==> src/rtl/mem_wb_stage.sv <==
// mem_wb_stage: memory/writeback stage feeding the register-file write port.
//
// ALU results are written back the cycle after acceptance. Loads park the
// stage in WAIT_LOAD until the data memory answers. The returned word is then
// aligned and sign/zero-extended before it is written back. Upstream is held
// off through o_ready while a load is outstanding.
//
// Optional build macro: WB_RETIRE_COUNT_EN adds a 64-bit retire counter
// output (o_retire_count). The block is complete without it.
//
// The write-enable polarity seen by the register file comes from the
// REG_WRITE_EN macro. When the surrounding build does not define it, it
// defaults to active-high.

`ifndef REG_WRITE_EN
`define REG_WRITE_EN 1'b1
`endif

module mem_wb_stage #(
  parameter int XLEN = 32  // only 32 is supported
) (
  input  logic            i_clock,
  input  logic            i_reset_n,
  // upstream instruction
  input  logic            i_valid,
  output logic            o_ready,
  input  logic            i_reg_we,
  input  logic            i_is_load,
  input  logic [2:0]      i_funct3,
  input  logic [4:0]      i_rd,
  input  logic [XLEN-1:0] i_alu_result,
  input  logic            i_flush,
  // data-memory response
  input  logic            i_mem_rvalid,
  input  logic [XLEN-1:0] i_mem_rdata,
  // register-file write port
  output logic [4:0]      o_writereg,
  output logic [XLEN-1:0] o_writedata,
  output logic            o_readwrite,
  output logic            o_fault
`ifdef WB_RETIRE_COUNT_EN
  ,
  output logic [63:0]     o_retire_count
`endif
);

  // Register-file enable levels, resolved once from the polarity macro.
  localparam logic WE_ON  = `REG_WRITE_EN;
  localparam logic WE_OFF = ~WE_ON;

  // Load size/sign encodings carried in funct3.
  localparam logic [2:0] F3_LB  = 3'b000;
  localparam logic [2:0] F3_LH  = 3'b001;
  localparam logic [2:0] F3_LW  = 3'b010;
  localparam logic [2:0] F3_LBU = 3'b100;
  localparam logic [2:0] F3_LHU = 3'b101;

  typedef enum logic {
    IDLE      = 1'b0,
    WAIT_LOAD = 1'b1
  } state_t;

  state_t state;

  // Fields of the outstanding load. They are captured at acceptance because
  // upstream moves on as soon as the stage is ready again.
  logic [4:0] cap_rd;
  logic [2:0] cap_funct3;
  logic [1:0] cap_off;

  // Aligned load result and its fault flag. They are only meaningful in
  // WAIT_LOAD while i_mem_rvalid is high.
  logic [7:0]      load_byte;
  logic [15:0]     load_half;
  logic [XLEN-1:0] load_data;
  logic            load_fault;

  // The stage accepts only when no load is pending.
  assign o_ready = (state == IDLE);

  // Pick the addressed byte/halfword out of the returned word, extend it, and
  // flag misaligned or unsupported load encodings.
  always_comb begin
    // NOTE: every output of this block gets a default first, so no path
    // leaves a value unassigned and no latch is inferred.
    load_data  = '0;
    load_fault = 1'b0;
    load_byte  = 8'(i_mem_rdata >> {cap_off, 3'b000});
    load_half  = 16'(i_mem_rdata >> {cap_off[1], 4'b0000});
    case (cap_funct3)
      F3_LB:  load_data = {{(XLEN-8){load_byte[7]}}, load_byte};
      F3_LBU: load_data = {{(XLEN-8){1'b0}}, load_byte};
      F3_LH: begin
        load_fault = cap_off[0];
        load_data  = {{(XLEN-16){load_half[15]}}, load_half};
      end
      F3_LHU: begin
        load_fault = cap_off[0];
        load_data  = {{(XLEN-16){1'b0}}, load_half};
      end
      F3_LW: begin
        load_fault = (cap_off != 2'b00);
        load_data  = i_mem_rdata;
      end
      default: load_fault = 1'b1;  // 011, 110, 111 are not loads we support
    endcase
  end

  // Control FSM with registered write-port outputs. Write and fault are
  // single-cycle pulses. A flush squashes everything due for the next cycle.
  always_ff @(posedge i_clock or negedge i_reset_n) begin
    if (!i_reset_n) begin
      state       <= IDLE;
      o_writereg  <= '0;
      o_writedata <= '0;
      o_readwrite <= WE_OFF;
      o_fault     <= 1'b0;
      cap_rd      <= '0;
      cap_funct3  <= '0;
      cap_off     <= '0;
    end else begin
      // NOTE: state lives in always_ff and uses non-blocking assignments, so
      // every register samples pre-edge values regardless of statement order.
      o_readwrite <= WE_OFF;
      o_fault     <= 1'b0;

      if (i_flush) begin
        // Drops a same-cycle accept or memory response. A response that
        // arrives later is ignored because the stage is back in IDLE.
        state <= IDLE;
      end else begin
        case (state)
          IDLE: begin
            if (i_valid) begin
              if (i_is_load) begin
                cap_rd     <= i_rd;
                cap_funct3 <= i_funct3;
                cap_off    <= i_alu_result[1:0];
                state      <= WAIT_LOAD;
              end else begin
                o_writereg  <= i_rd;
                o_writedata <= i_alu_result;
                if (i_reg_we && (i_rd != 5'd0)) begin
                  o_readwrite <= WE_ON;
                end
              end
            end
          end

          WAIT_LOAD: begin
            if (i_mem_rvalid) begin
              state <= IDLE;
              if (load_fault) begin
                o_fault <= 1'b1;
              end else begin
                o_writereg  <= cap_rd;
                o_writedata <= load_data;
                if (cap_rd != 5'd0) begin
                  o_readwrite <= WE_ON;
                end
              end
            end
          end

          default: state <= IDLE;
        endcase
      end
    end
  end

`ifdef WB_RETIRE_COUNT_EN
  // An instruction retires on the edge that presents its write or fault
  // pulse. A non-load that does not write also retires when it completes.
  // Flushed work never retires.
  logic retire_now;

  // Decide whether the coming edge retires an instruction.
  always_comb begin
    retire_now = 1'b0;
    if (!i_flush) begin
      if (state == IDLE) begin
        retire_now = i_valid && !i_is_load;
      end else begin
        retire_now = i_mem_rvalid && (load_fault || (cap_rd != 5'd0));
      end
    end
  end

  // Free-running retire count. It wraps naturally at 2^64.
  always_ff @(posedge i_clock or negedge i_reset_n) begin
    if (!i_reset_n) begin
      o_retire_count <= '0;
    end else if (retire_now) begin
      o_retire_count <= o_retire_count + 64'd1;
    end
  end
`endif

endmodule

==> config.mk <==
export PLATFORM = sky130hd
export DESIGN_NAME = mem_wb_stage
export DESIGN_NICKNAME = d
export VERILOG_FILES = /design/src/rtl/mem_wb_stage.sv
export SDC_FILE = /design/constraint.sdc
export NUM_CORES = 1
export LEC_CHECK = 0
export ABC_AREA = 1
export BUFFER_PORTS_ARGS = -buffer_cell sky130_fd_sc_hd__buf_4
export CAP_MARGIN = 0
export CORE_MARGIN = 3
export CORE_UTILIZATION = 50
export CTS_CLUSTER_SIZE = 10
export DETAILED_ROUTE_END_ITERATION = 10
export GPL_TIMING_DRIVEN = 0
export PLACE_DENSITY = 0.82
export SLEW_MARGIN = 20
export SYNTH_ARGS = -nofsm -noshare
export SYNTH_HDL_FRONTEND = slang
export SYNTH_SLANG_ARGS = --single-unit
export TNS_END_PERCENT = 5
==> constraint.sdc <==
create_clock -name i_clock -period 2.27 [get_ports i_clock]
set_clock_uncertainty 0.15 [all_clocks]
set_input_delay 0.454 -clock i_clock [delete_from_list [all_inputs] [get_ports i_clock]]
set_output_delay 0.454 -clock i_clock [all_outputs]
set_load 0.03 [all_outputs]
==> results.py <==
metrics = {
    "run_status": {
        "outcome": "completed",
    },
    "yosys": {
        "yosys.area.top_type": "dfrtp_1",
        "syn-cell-area_um2": 3290,
        "syn-num-nets": 625,
        "ys_types": 22,
        "synth_edf_count": 0,
        "synth-warning-count": 0,
        "ys_seq_area_frac": 0.380,
        "synth_cells": 546,
        "synth.most_common_cell": "nand2_1",
        "yosys_most_used_dff": "dfrtp_1",
        "synth_common_cells": "nand2_1, dfrtp_1, nor2_1",
        "yosysTopAreaCellShare": 0.380,
        "ys_seq_elements": 50,
        "synthTopCellsByArea": "dfrtp_1, nand2_1, nor2_1",
        "syn-mean-instance-area_um2": 6.03,
        "async_flop_share": 1.00,
    },
    "die": {
        "ioPinCount": 119,
        "rows": 28,
        "start_util": 0.537,
        "die_x_um": 87.1,
        "core_um2": 6130,
        "die_h_um": 87.1,
        "die_area_um2": 7590,
    },
    "timing": {
        "finalSetupViolCount": 0,
        "period_share": 0.871,
        "rsz0062_at_grt": "no",
        "slew_headroom": 0.525,
        "worstMarginPinSlew_ps": 712,
        "post-route-min-period_ps": 1980,
        "tns_ps": 0,
        "drv_slew": 0,
        "max_freq_mhz": 506,
        "hold_viol": 0,
    },
    "clock_tree": {
        "htreeDepth": 2,
        "cts-root-buf": "clkbuf_8",
        "clock_path_buffers": 2,
        "ctsResizeCount": 0,
        "numCtsBuffers": 5,
        "clkLatencyLatePin_ps": 310,
        "cts_setup_buffers": 0,
        "cts_hold_buf": 0,
        "cts_sinks": 50,
        "tritoncts": "done",
        "path_clk_slew_ps": 90,
    },
    "place": {
        "hpwlAfterDp_mm": 7.90,
        "place.gp.congestion": 0.976,
        "dp_cells": 739,
        "numPortBuffers": 118,
    },
    "grt": {
        "grt_pass1_wl_mm": 16.6,
        "grt_max_degree": 51,
        "grt_antenna_before_repair": 0,
        "overflow": 0,
        "track_usage": 0.275,
        "grt_pass1_vias": 3685,
    },
    "setup_path": {
        "start_kind": "flip-flop",
        "worstPathRequired_ps": 2370,
        "critical_path_class": "flip-flop to flip-flop",
        "cp_max_fo": 10,
        "cp.arrival_ps": 2080,
        "worst_setup_path_end_kind": "flip-flop",
        "r2r_slack_ps": 290,
    },
    "layout": {
        "layout.cells.non_filler": 746,
        "fin_nets": 749,
        "antennaDiodeCount": 0,
        "areaGrowthSynthToFinish_pct": 33.0,
        "drive_gt1_frac": 0.225,
    },
    "detailed_routing": {
        "drt_iter0_drc": 357,
        "drt_first_pass_iters": 6,
        "vias": 3846,
        "drc": 0,
        "antenna_left": 0,
        "drt_wl_total_mm": 10.3,
        "viasPerCell": 5.16,
        "wl_per_cell_um": 13.8,
    },
    "job": {
        "cap_violations": 0,
    },
    "power": {
        "vdd_ir_drop_max_mv": 0.498,
        "p_leak_nw": 2.69,
        "p_per_area_nw_per_um2": 779,
    },
    "hold_path": {
        "hold_class": "input pin to async pin",
    },
}
==> cells in the final DEF (no fill, tap or decap), types with 3 or more instances in the layout <==
cell type,instances
nand2_1,314
clkbuf_8,5
inv_2,5
nand3_1,15
nor2_1,46
buf_2,5
o21ai_0,22
inv_1,41
a21oi_1,7
nand4_1,10
clkbuf_1,8
dfrtp_1,50
buf_6,3
buf_1,5
nor2_2,3
buf_4,123
==> power breakdown <==
part / internal (W) / leakage, nW / switching (W) / total (W)
registers: 0.00110 / 0.623 / 0.000128 / 0.00123
clock network: 0.000329 / 0.0514 / 0.000316 / 0.000646
logic: 0.000563 / 2.01 / 0.000974 / 0.00154
==> stage by stage <==
stage	hold WS [ps]	total power (W)	instance area [um^2]	util	worst slack, ps
after floorplan	8.41	0.00217	3290	-	598
after global placement	314	0.00274	4270	0.697	353
after detailed placement	317	0.00277	4270	0.697	338
after CTS	37.1	0.00341	4380	0.714	22.3
after global routing	53.2	0.00362	4380	0.714	151
final	8.85	0.00341	4380	0.714	293
==> cell families (layout without fill, tap and decap cells) <==
| logic type | count (synthesis) | count (layout) | synth area share |
|---|---|---|---|
| DFF | 50 | 50 | 0.380 |
| and+or+nand+nor | 392 | 392 | 0.471 |
| AOI/OAI and AO/OA | 31 | 31 | 0.0491 |
| muxes | 1 | 1 | 0.00342 |
| buffers and inverters | 72 | 197 | 0.0966 |
==> final cells by class <==
type | instances | area, um^2
multi-input combinational | 424 | 1720
fill | 577 | 1750
clock buffer | 6 | 72.6
sequential | 50 | 1250
tap | 75 | 93.8
buffer | 25 | 141
inverter | 46 | 173
timing repair buffer | 118 | 886
clock inverter | 2 | 37.5
==> routing by layer <==
metal,up-vias,wire length [um],global-route usage
met5,-,0,0
met4,0,172,0.0851
met3,19,1080,0.0539
met2,198,4950,0.466
met1,1737,4140,0.353
li1,1892,-,-
==> worst paths after layout <==
check / start / endpoint / cells past startpoint
max: cap_funct3[1] / o_writedata[3] / 8
min: i_reset_n / o_writedata[17] / 1
max reg2reg: cap_funct3[1] / o_writedata[3] / 8
min reg2reg: o_writedata[4] / o_writedata[4] / 2
max in group asynchronous: i_reset_n / cap_off[1] / 1
min in group i_clock: i_mem_rvalid / o_fault / 3
==> sequential cells by signal, summed over array words and instances, names as in the netlist <==
signal       cells
cap_rd           5
cap_funct3       3
o_writereg       5
o_fault          1
cap_off          2
o_writedata     32
state            1
o_readwrite      1
==> worst max-delay path: stages (launching register included) <==
cell	delay [ps]
dfrtp_1	450
buf_2	220
a21oi_1	580
nand2_1	140
nand3_1	120
nand2_1	80
nand2_1	80
nand2_1	50
nand2_1	50
Note: power is estimated with default switching activity, not from simulation.
